## src/rtl/line_pkg.sv

```systemverilog
// line_pkg
//   Shared types and helpers for the 'line' serial receiver. The future
//   transmitter will use the same package.
//   Contents:
//     rx_state_t  receiver FSM states {IDLE, START, DATA, STOP}
//     calc_div    clocks per oversample tick, integer-truncated
package line_pkg;

  typedef enum logic [1:0] {
    IDLE  = 2'd0,
    START = 2'd1,
    DATA  = 2'd2,
    STOP  = 2'd3
  } rx_state_t;

  // The fractional remainder is dropped. The small baud error this causes is
  // absorbed by sampling at bit centres.
  function automatic int calc_div(input int clk_freq, input int baud, input int oversample);
    return clk_freq / (baud * oversample);
  endfunction

endpackage

```

## src/rtl/line_byte_fifo.sv

```systemverilog
// line_byte_fifo
//   Synchronous first-word-fall-through byte FIFO with an occupancy output.
//   Ports:
//     clk        in   clock
//     reset      in   synchronous active-high reset; empties the FIFO
//     push       in   write push_data (ignored when full unless popping)
//     push_data  in   8-bit byte to store
//     pop        in   remove head (ignored when empty)
//     head       out  current head byte, valid while !empty
//     empty      out  no bytes stored
//     full       out  DEPTH bytes stored
//     level      out  occupancy, 0..DEPTH
module line_byte_fifo #(
  parameter int DEPTH = 16
) (
  input  logic                     clk,
  input  logic                     reset,
  input  logic                     push,
  input  logic [7:0]               push_data,
  input  logic                     pop,
  output logic [7:0]               head,
  output logic                     empty,
  output logic                     full,
  output logic [$clog2(DEPTH):0]   level
);

  localparam int AW = $clog2(DEPTH);

  logic [7:0]    mem [DEPTH];
  logic [AW-1:0] rd_ptr;
  logic [AW-1:0] wr_ptr;
  logic [AW:0]   count;
  logic          do_push;
  logic          do_pop;

  assign empty = (count == '0);
  assign full  = (count == (AW+1)'(DEPTH));
  assign level = count;
  assign head  = mem[rd_ptr];

  // A pop in the same cycle frees a slot, so a full FIFO can still accept a push.
  assign do_pop  = pop & ~empty;
  assign do_push = push & (~full | do_pop);

  // Storage, pointers and occupancy. Clearing the storage makes head read 0 after reset.
  // The pointers are AW bits wide, so they wrap modulo DEPTH.
  always_ff @(posedge clk) begin
    if (reset) begin
      rd_ptr <= '0;
      wr_ptr <= '0;
      count  <= '0;
      for (int i = 0; i < DEPTH; i++) begin
        mem[i] <= 8'h00;
      end
    end else begin
      if (do_push) begin
        mem[wr_ptr] <= push_data;
        wr_ptr      <= wr_ptr + 1'b1;
      end
      if (do_pop) begin
        rd_ptr <= rd_ptr + 1'b1;
      end
      case ({do_push, do_pop})
        2'b10:   count <= count + 1'b1;
        2'b01:   count <= count - 1'b1;
        default: count <= count;
      endcase
    end
  end

endmodule

```

## src/rtl/line_uart_rx.sv

```systemverilog
// line_uart_rx
//   8N1 UART receiver for the 'line' serial signal (LSB first, idle high).
//   Each good frame is pushed into a FWFT byte FIFO. The FIFO drains through a
//   valid/ready stream.
//   Ports:
//     clk_clk        in   system clock
//     reset_reset    in   synchronous active-high reset
//     line_export    in   asynchronous serial line
//     rx_data        out  head-of-FIFO byte
//     rx_valid       out  FIFO not empty
//     rx_ready       in   consumer takes rx_data when rx_valid & rx_ready
//     rx_level       out  FIFO occupancy
//     framing_error  out  one-cycle pulse when a stop bit is sampled low
//     overrun        out  sticky; a byte arrived while the FIFO was full
//     overrun_clr    in   clears overrun (a simultaneous set wins)
module line_uart_rx
  import line_pkg::*;
#(
  parameter int CLK_FREQ   = 50_000_000,
  parameter int BAUD       = 115200,
  parameter int OVERSAMPLE = 16,
  parameter int FIFO_DEPTH = 16
) (
  input  logic                          clk_clk,
  input  logic                          reset_reset,
  input  logic                          line_export,
  output logic [7:0]                    rx_data,
  output logic                          rx_valid,
  input  logic                          rx_ready,
  output logic [$clog2(FIFO_DEPTH):0]   rx_level,
  output logic                          framing_error,
  output logic                          overrun,
  input  logic                          overrun_clr
);

  localparam int DIV   = calc_div(CLK_FREQ, BAUD, OVERSAMPLE);
  localparam int DIV_W = (DIV > 1) ? $clog2(DIV) : 1;
  localparam int OS_W  = $clog2(OVERSAMPLE);

  localparam logic [DIV_W-1:0] DIV_LAST = DIV_W'(DIV - 1);
  localparam logic [OS_W-1:0]  OS_MID   = OS_W'(OVERSAMPLE / 2 - 1);
  localparam logic [OS_W-1:0]  OS_LAST  = OS_W'(OVERSAMPLE - 1);

  rx_state_t        state;
  rx_state_t        state_next;

  logic             sync1;
  logic             sync2;
  logic             line_prev;
  logic             fall_edge;

  logic [DIV_W-1:0] div_cnt;
  logic [OS_W-1:0]  os_cnt;
  logic             tick;
  logic             start_mid;
  logic             bit_sample;

  logic [2:0]       bit_cnt;
  logic [7:0]       shift_reg;

  logic             byte_done;
  logic             frame_bad;
  logic             fifo_push;
  logic             fifo_pop;
  logic             fifo_empty;
  logic             fifo_full;
  logic             overrun_set;

  // Two flops bring the line into the clock domain. A third flop keeps the
  // previous synchronised value for edge detection. All reset to idle-high,
  // so a reset never produces a false start edge.
  always_ff @(posedge clk_clk) begin
    if (reset_reset) begin
      sync1     <= 1'b1;
      sync2     <= 1'b1;
      line_prev <= 1'b1;
    end else begin
      sync1     <= line_export;
      sync2     <= sync1;
      line_prev <= sync2;
    end
  end

  assign fall_edge = line_prev & ~sync2;

  // The divider is held at zero in IDLE, so it restarts on entry to START.
  // os_cnt is re-zeroed at the start-bit centre. From then on, every wrap of
  // os_cnt lands on a bit centre.
  assign tick       = (div_cnt == DIV_LAST);
  assign start_mid  = (state == START) && tick && (os_cnt == OS_MID);
  assign bit_sample = ((state == DATA) || (state == STOP)) && tick && (os_cnt == OS_LAST);

  always_ff @(posedge clk_clk) begin
    if (reset_reset || state == IDLE) begin
      div_cnt <= '0;
      os_cnt  <= '0;
    end else begin
      div_cnt <= tick ? '0 : div_cnt + 1'b1;
      if (start_mid) begin
        os_cnt <= '0;
      end else if (tick) begin
        os_cnt <= os_cnt + 1'b1;
      end
    end
  end

  // Data bits are shifted in from the top, so after eight samples the first
  // (LSB) bit ends up in bit 0.
  always_ff @(posedge clk_clk) begin
    if (reset_reset) begin
      bit_cnt   <= '0;
      shift_reg <= '0;
    end else if (state == START) begin
      bit_cnt <= '0;
    end else if (state == DATA && bit_sample) begin
      shift_reg <= {sync2, shift_reg[7:1]};
      bit_cnt   <= bit_cnt + 1'b1;
    end
  end

  // State register
  always_ff @(posedge clk_clk) begin
    if (reset_reset) begin
      state <= IDLE;
    end else begin
      state <= state_next;
    end
  end

  // Next-state logic. A start bit that is already high again at its centre
  // is treated as a glitch and dropped silently.
  always_comb begin
    state_next = state;
    case (state)
      IDLE:    if (fall_edge) state_next = START;
      START:   if (start_mid) state_next = sync2 ? IDLE : DATA;
      DATA:    if (bit_sample && bit_cnt == 3'd7) state_next = STOP;
      STOP:    if (bit_sample) state_next = IDLE;
      default: state_next = IDLE;
    endcase
  end

  // Output decode at the stop-bit centre
  always_comb begin
    byte_done = 1'b0;
    frame_bad = 1'b0;
    if (state == STOP && bit_sample) begin
      if (sync2) begin
        byte_done = 1'b1;
      end else begin
        frame_bad = 1'b1;
      end
    end
  end

  // A simultaneous pop makes room, so a byte that arrives while the FIFO is
  // full is still kept in that case and is not an overrun.
  assign fifo_pop    = rx_valid & rx_ready;
  assign fifo_push   = byte_done & (~fifo_full | fifo_pop);
  assign overrun_set = byte_done & fifo_full & ~fifo_pop;

  always_ff @(posedge clk_clk) begin
    if (reset_reset) begin
      framing_error <= 1'b0;
      overrun       <= 1'b0;
    end else begin
      framing_error <= frame_bad;
      if (overrun_set) begin
        overrun <= 1'b1;
      end else if (overrun_clr) begin
        overrun <= 1'b0;
      end
    end
  end

  line_byte_fifo #(
    .DEPTH (FIFO_DEPTH)
  ) u_fifo (
    .clk       (clk_clk),
    .reset     (reset_reset),
    .push      (fifo_push),
    .push_data (shift_reg),
    .pop       (fifo_pop),
    .head      (rx_data),
    .empty     (fifo_empty),
    .full      (fifo_full),
    .level     (rx_level)
  );

  assign rx_valid = ~fifo_empty;

endmodule
```

## config.mk

```make
export PLATFORM = sky130hd
export DESIGN_NAME = line_uart_rx
export DESIGN_NICKNAME = d
export VERILOG_FILES = /design/src/rtl/line_pkg.sv /design/src/rtl/line_byte_fifo.sv /design/src/rtl/line_uart_rx.sv
export SDC_FILE = /design/constraint.sdc
export NUM_CORES = 1
export LEC_CHECK = 0
export ABC_AREA = 1
export BUFFER_PORTS_ARGS = -buffer_cell sky130_fd_sc_hd__buf_2
export CORE_MARGIN = 5
export CORE_UTILIZATION = 55
export DETAILED_ROUTE_END_ITERATION = 6
export PLACE_DENSITY_LB_ADDON = 0.1
export SLEW_MARGIN = 20
export SYNTH_ARGS = -nofsm -noshare
export SYNTH_HDL_FRONTEND = slang
export SYNTH_HIERARCHICAL = 1
export SYNTH_SLANG_ARGS = --single-unit
```

## constraint.sdc

```tcl
create_clock -name clk_clk -period 4.85 [get_ports clk_clk]
set_input_delay 0.2425 -clock clk_clk [delete_from_list [all_inputs] [get_ports clk_clk]]
set_output_delay 0.2425 -clock clk_clk [all_outputs]
set_load 0.01 [all_outputs]
```

==> run metrics, run 1 <==
Top FF cell, synth edfxtp_1; actual slew at the worst max-slew pin 0.810 ns; Total Wirelength 17,500 µm; post-route ant nets 0; Cell Chain, Critical Path nor2_2 > nand3_1 > inv_1 > nor2_1 > nor2_1 > nor4_1 > o21ai_4 > nor2_4 > nand4_2 > nand2_1; clock tree buffer depth 2; share of the synthesized area in the top cell type 0.470; max reg flops 128; DRT iter0 DRCs 443; Gate Count Post-Synth 853; CP dominant cell by count nor2_1; post-synthesis async set-or-reset flop share 0; LEAKAGE 3.26 nW; first-pass GRT wire length 27,800 µm; placed instance area 0.00833 mm²; power per cell area 354 mW/mm²; CP top delay family simple AND/OR/NAND/NOR gates; CP bufs+invs 1; Max Cap Viol 0; area leader, netlist edfxtp_1; clk sinks 172; Max Freq 283 MHz; yosys warns 6; #FFs+latches synth 172; top-count cell post-synth nor2_1; setup violators final 0; Hold Vio Cnt, Final 0; RSZ-0062 raised after global routing false; Worst Skew 0.00584 ns; Hold/Removal Path Class primary input to flop; Cell Area, Synth 0.00819 mm²; slew margin rel. 0.460; DRC 0; # rows 44; Post-DP HPWL 11,500 µm; Total GRT Usage 0.203; post-CTS setup buffers 0; Slew Viols, Final 0; # diodes 0; CP Capture Type flop; Cell variety after synth 36; Avg WL per Cell 16.6 µm; initial antenna violation count 0; Die Width 132 µm; R2R depth 10; synthesis-to-finish area growth 10.2%; sequential-to-total area share from yosys stat 0.577; Hold Buf Count CTS 1; via count 5,806; CTS tree built; maximum VDD drop 0.238 mV; CTS-repair resized insts 0; Die Y-Extent 132 µm; Crit path arrival time 3.63 ns; Initial Util 0.561; Num CTS Buffers 17; Final min period 3.53 ns; critical path fanouts, max 11; PortBufs 20; synth cell count leaders 157 x nor2_1, 128 x edfxtp_1, 122 x inv_1; crit start category flop; Worst-path clk slew 0.06 ns; top post-synthesis cells by area edfxtp_1 47%, dfxtp_1 11%, nor2_1 7.2%, inv_1 5.6%, nand3_1 3.8%; CP max stage cell nor4_1; CTS root buf clkbuf_16; largest net degree at the start of global routing 129; Post-synth EDFFs 128; GRT overflow 0; layout cell share with drive strength beyond 1 0.119; Post-Syn Nets 872; Fillers 1,184; CORE AREA 0.0146 mm²; NumNets Final 872; # IOs 21; Tcrit/Tclk final 0.729; Fin Setup TNS 0 ns; vias in the first global route 5,534; status complete, no violations; Vias/cell 5.53; Avg Inst Size Synth 9.60 µm²; post-route design area 0.00902 mm²; Crit Path Class flop to flop; drt pass-1 iters 5; worst skew pair latency 0.43 ns; critical path depth 10; largest stage delay on the critical path 0.59 ns; Hold Crit Depth 4; H-tree Lvls 4; Placer Congestion 0.882; Die ar. 0.0174 mm²; Crit path required time 4.95 ns
## final timing paths
check | from | to | slack, ns
worst max-delay path | u_fifo/level[0] | u_fifo/mem[13][1] | 1.32
worst min-delay path | overrun_clr | overrun | 0.06
worst max register to register | u_fifo/level[0] | u_fifo/mem[13][1] | 1.32
worst min register to register | sync1 | sync2 | 0.41
## report_power, final
part | total [mW] | switching (mW) | internal [mW]
clock network | 1.46 | 0.548 | 0.907
registers | 1.65 | 0.0189 | 1.63
logic | 0.0872 | 0.0618 | 0.0254
total | 3.19 | 0.629 | 2.56
## cells by family (layout without fill, tap and decap cells)
group                    after synthesis  in the layout  share of synthesized area
adder cells (fa/ha/maj)               14             14                     0.0223
AND/OR/NAND/NOR                      352            352                      0.213
XOR/XNOR                               6              6                    0.00642
flip-flops                           172            172                      0.577
AO/OA/AOI/OAI                        142            142                     0.0991
buffers and inverters                167            180                     0.0818
## per-stage QoR
stage,instances,hold slack [ns],worst slack (ns),utilization,power (mW)
2_1_floorplan,853,0.312,1.96,-,1.74
3_3_place_gp,1016,0.397,1.45,0.571,1.76
3_5_place_dp,1016,0.403,1.30,0.571,1.77
4_1_cts,1049,0.0473,1.29,0.616,3.22
5_1_grt,1050,0.0625,0.957,0.618,3.29
6_report,1050,0.0618,1.32,0.618,3.19
## cell usage in the layout, fill, tap and decap left out, types with 4 or more instances in the layout
cell type / count
bufinv_16: 4
nand4_2: 4
dfxtp_1: 42
nor2_1: 157
nand4_4: 10
clkbuf_16: 17
edfxtp_1: 128
nand2_2: 13
nand3_1: 62
nor2_4: 4
or2_2: 5
a21oi_1: 54
xor2_1: 6
o21ai_0: 49
o211ai_1: 33
buf_2: 20
nand2_1: 82
clkinv_4: 5
inv_1: 122
ha_1: 13
## tightest hold or removal path: stages
cell and delay (ns):
buf_2 0.07, inv_1 0.03, nand2_1 0.04, a21oi_1 0.05
## final cells by class
class	count	area, µm²	share of cell area
inverter	125	469	0.0520
clock buffer	20	467	0.0517
sequential	172	4730	0.525
clock inverter	12	185	0.0205
multi-input combinational	514	2790	0.309
tap	184	230	0.0255
timing repair buffer	23	145	0.0161
## layer usage
| layer | part of all wire | GRT usage |
|---|---|---|
| met4 | 0.019 | 0.0777 |
| met2 | 0.52 | 0.351 |
| met1 | 0.41 | 0.253 |
| met5 | 0 | 0 |
| met3 | 0.052 | 0.0366 |
Note: power is estimated with default switching activity, not from simulation.
==> run 2: changes to the inputs <==
==> constraint.sdc (replaced) <==
create_clock -name clk_clk -period 3.6 [get_ports clk_clk]
set_input_delay 0.18 -clock clk_clk [delete_from_list [all_inputs] [get_ports clk_clk]]
set_output_delay 0.18 -clock clk_clk [all_outputs]
set_load 0.01 [all_outputs]
==> run metrics, run 2 (synthesis results as in run 1) <==
Worst-path clk slew 0.06 ns; Crit Path Class flop to flop; Die ar. 0.0174 mm²; post-route ant nets 0; Crit path required time 3.71 ns; Total GRT Usage 0.214; critical path fanouts, max 9; GRT overflow 0; via count 5,859; Crit path arrival time 3.02 ns; # diodes 0; LEAKAGE 3.25 nW; final core utilization 0.615; Final min period 2.90 ns; vias in the first global route 5,628; CORE AREA 0.0146 mm²; Hold Buf Count CTS 2; commonest non-fill, non-tap cell in the layout nor2_1; CP Capture Type flop; setup violators final 0; maximum VDD drop 0.302 mV; Num CTS Buffers 17; # rows 44; DRC 0; Vias/cell 5.56; Tcrit/Tclk final 0.806; NumNets Final 875; clock tree buffer depth 2; drt pass-1 iters 5; Avg WL per Cell 17.4 µm; layout cell share with drive strength beyond 1 0.120; Fin Setup TNS 0 ns; R2R Path Start div_cnt[0]; CTS root buf clkbuf_16; Reg area 0.00473 mm²; Slew Viols, Final 0; CTS-repair resized insts 0; Initial Util 0.561; DRT iter0 DRCs 525; Fillers 1,182; # IOs 21; Hold Vio Cnt, Final 0; worst skew pair latency 0.43 ns; Placer Congestion 0.910; largest net degree at the start of global routing 129; Total Wirelength 18,300 µm; CTS tree built; post-CTS setup buffers 0; Hold Crit Depth 2; max reg flops 128; slew margin rel. 0.416; power per cell area 459 mW/mm²; Max Cap Viol 0; most frequent cells in the layout 157 x nor2_1, 128 x edfxtp_1, 122 x inv_1, 82 x nand2_1, 62 x nand3_1; Worst setup endpoint u_fifo/mem[2][5]; synthesis-to-finish area growth 9.66%; clk sinks 172; Die Width 132 µm; Max Freq 344 MHz; reg2reg setup slack 0.70 ns; multi-input logic area 0.00279 mm²; Hold/Removal Path Class primary input to flop; status complete, no violations; Worst Skew 0.00714 ns; actual slew at the worst max-slew pin 0.875 ns; crit start category flop; R2R depth 14; first-pass GRT wire length 29,200 µm; critical path startpoint div_cnt[0]; Post-DP HPWL 11,900 µm; Die Y-Extent 132 µm; initial antenna violation count 0; r2r endpoint u_fifo/mem[2][5]; RSZ-0062 raised after global routing false; PortBufs 20; H-tree Lvls 4
==> run 2: cell count changes in the layout (fill, tap and decap cells not counted), sizes merged <==
cell / before / now
buf: 22 / 24
clkbuf: 20 / 24
dlygate4sd3: 1 / 2
bufinv: 4 / 0
==> run 2: routing by layer <==
metal  part of all wire  track usage
met1               0.44        0.283
met2               0.48        0.345
met3              0.046       0.0397
met4              0.029       0.0943
met5                  0            0
==> run 2: worst min-delay path by stage <==
stage                 from  endpoint
2_1_floorplan  reset_reset   overrun
3_3_place_gp   line_export     sync1
3_5_place_dp   line_export     sync1
4_1_cts        reset_reset   overrun
5_1_grt        reset_reset      flop
6_report       reset_reset   overrun
==> run 2: metrics by stage <==
| stage | total power [mW] | std cells | setup WS, ns | hold slack (ns) | cell area [µm²] |
|---|---|---|---|---|---|
| final | 4.12 | 1053 | 0.697 | 0.0987 | 8980 |
| after global routing | 4.26 | 1053 | 0.401 | 0.115 | 8980 |
| after CTS | 4.15 | 1052 | 0.685 | 0.0874 | 8950 |
| after detailed placement | 2.38 | 1018 | 0.712 | 0.366 | 8340 |
| after global placement | 2.38 | 1018 | 0.834 | 0.366 | 8340 |
| after floorplan | 2.34 | 853 | 0.712 | 0.249 | 8190 |
==> run 2: worst max-delay path, stage by stage (launching register included) <==
cell and delay (ns):
dfxtp_1 0.33, inv_1 0.07, ha_1 0.17, nand2_2 0.08, nor2_4 0.18, nand2_4 0.08
nor2_4 0.15, inv_1 0.07, nor4_1 0.18, buf_4 0.18, o21ai_4 0.11, nor2_4 0.24
buf_4 0.30, nand4_4 0.19, nand2_2 0.25
==> run 2: final cells by class <==
type,instances,share of cell area
Clock buffer,24,0.0601
Clock inverter,8,0.00572
Inverter,125,0.0523
Multi-Input combinational cell,514,0.311
Sequential cell,172,0.527
Tap cell,184,0.0256
Timing Repair Buffer,26,0.0181
==> run 2: power breakdown <==
part	internal (mW)	switching (mW)	leakage, nW
clock	1.05	0.730	0.295
combinational	0.0351	0.0847	1.37
sequential	2.20	0.0268	1.58
total	3.28	0.842	3.25
==> run 3: changes to the inputs <==
==> constraint.sdc (replaced) <==
create_clock -name clk_clk -period 2.7 [get_ports clk_clk]
set_input_delay 0.135 -clock clk_clk [delete_from_list [all_inputs] [get_ports clk_clk]]
set_output_delay 0.135 -clock clk_clk [all_outputs]
set_load 0.01 [all_outputs]
==> run metrics, run 3 (synthesis results as in run 1) <==
layout cell share with drive strength beyond 1 0.141; # IOs 21; Tcrit/Tclk final 0.925; CORE AREA 0.0146 mm²; worst skew pair latency 0.43 ns; Final min period 2.50 ns; Fin Setup TNS 0 ns; power per cell area 600 mW/mm²; CTS tree built; Crit path arrival time 2.62 ns; DRC 0; Die Y-Extent 132 µm; LEAKAGE 3.30 nW; final hold slack 0.0655 ns; Die Width 132 µm; Crit path required time 2.82 ns; H-tree Lvls 4; Initial Util 0.561; critical path fanouts, max 9; Placer Congestion 0.869; first-pass GRT wire length 29,200 µm; drt pass-1 iters 5; commonest non-fill, non-tap cell in the layout nor2_1; Num CTS Buffers 17; Avg WL per Cell 16.9 µm; post-route design area 0.00914 mm²; # rows 44; initial antenna violation count 0; Worst Skew 0.0101 ns; Crit Path Class flop to flop; Worst-path clk slew 0.06 ns; maximum VDD drop 0.418 mV; clock tree buffer depth 2; max reg flops 128; Die ar. 0.0174 mm²; NumNets Final 891; # diodes 0; post-route ant nets 0; most frequent cells in the layout 157 x nor2_1, 128 x edfxtp_1, 122 x inv_1, 82 x nand2_1, 62 x nand3_1; synthesis-to-finish area growth 11.6%; CP Capture Type flop; GRT overflow 0; slew margin rel. 0.407; via count 5,851; clk sinks 172; actual slew at the worst max-slew pin 0.888 ns; largest net degree at the start of global routing 84; Post-DP HPWL 12,200 µm; placed instance area 0.00854 mm²; Max Cap Viol 0; PortBufs 20; Slew Viols, Final 0; vias in the first global route 5,828; Total Wirelength 18,100 µm; crit start category flop; Max Freq 400 MHz; Total GRT Usage 0.214; DRT iter0 DRCs 452; Hold Vio Cnt, Final 0; CTS root buf clkbuf_16; setup violators final 0; status complete, no violations; Vias/cell 5.47; Hold/Removal Path Class primary input to flop
[run 3: cell types whose count changed in the layout (fill, tap and decap cells not counted), moves of 2 or more]
cell	change
buf_12	+3
buf_4	+13
bufinv_16	+2
clkbuf_16	-3
clkbuf_8	-2
clkinvlp_4	+6
dfxtp_2	+2
[run 3: final cells by class]
cell class	count	area [µm²]
Clock buffer	17	425
Clock inverter	15	150
Fill cell	1186	5450
Inverter	125	469
Multi-Input combinational cell	514	2810
Sequential cell	172	4730
Tap cell	184	230
Timing Repair Buffer	42	320
[run 3: layer usage]
| metal | GRT usage | up-vias | share of wire |
|---|---|---|---|
| li1 | - | 2885 | - |
| met1 | 0.263 | 2808 | 0.42 |
| met2 | 0.375 | 132 | 0.52 |
| met3 | 0.0435 | 26 | 0.050 |
| met4 | 0.0743 | 0 | 0.017 |
| met5 | 0 | - | 0 |
[run 3: what timing repair did]
item	in CTS	in global routing
gates resized for setup	0	3
hold buffers	2	0
endpoints found under the hold margin	2	0
buffers inserted	0	0
setup endpoints to repair	0	1
[run 3: critical path, stage by stage, from the launching register on]
cell     delay (ns)
dfxtp_1        0.33
inv_1          0.06
ha_1           0.15
nand2_2        0.07
nor2_4         0.14
nand2_4        0.07
nor2_4         0.08
inv_1          0.08
nor4_4         0.15
buf_4          0.17
o21ai_4        0.10
nor2_4         0.21
buf_12         0.18
nand4_4        0.16
nand2_2        0.23
[run 3: where the power goes]
part           total, mW  internal [mW]  switching, mW
Combinational      0.169         0.0492          0.119
Sequential          2.96           2.93         0.0319
Clock               2.35           1.35          0.998
Total               5.48           4.33           1.15
[run 3: stage by stage]
| stage | utilization | total power [mW] | setup WS (ns) | cells |
|---|---|---|---|---|
| finish | 0.626 | 5.48 | 0.201 | 1069 |
| global route | 0.626 | 5.68 | -0.0103 | 1069 |
| CTS | 0.626 | 5.53 | 0.133 | 1069 |
| detailed placement | 0.585 | 3.19 | 0.145 | 1035 |
| global placement | 0.585 | 3.18 | 0.202 | 1035 |
| floorplan | - | 3.12 | 0.0498 | 853 |
[run 3: worst paths after layout]
kind / start / endpoint / slack [ns] / depth (start not counted)
worst max-delay path: div_cnt[0] / u_fifo/mem[10][6] / 0.20 / 14
worst min-delay path: reset_reset / overrun / 0.07 / 2
worst max register to register: div_cnt[0] / u_fifo/mem[10][6] / 0.20 / 14
worst min register to register: sync1 / sync2 / 0.42 / 1
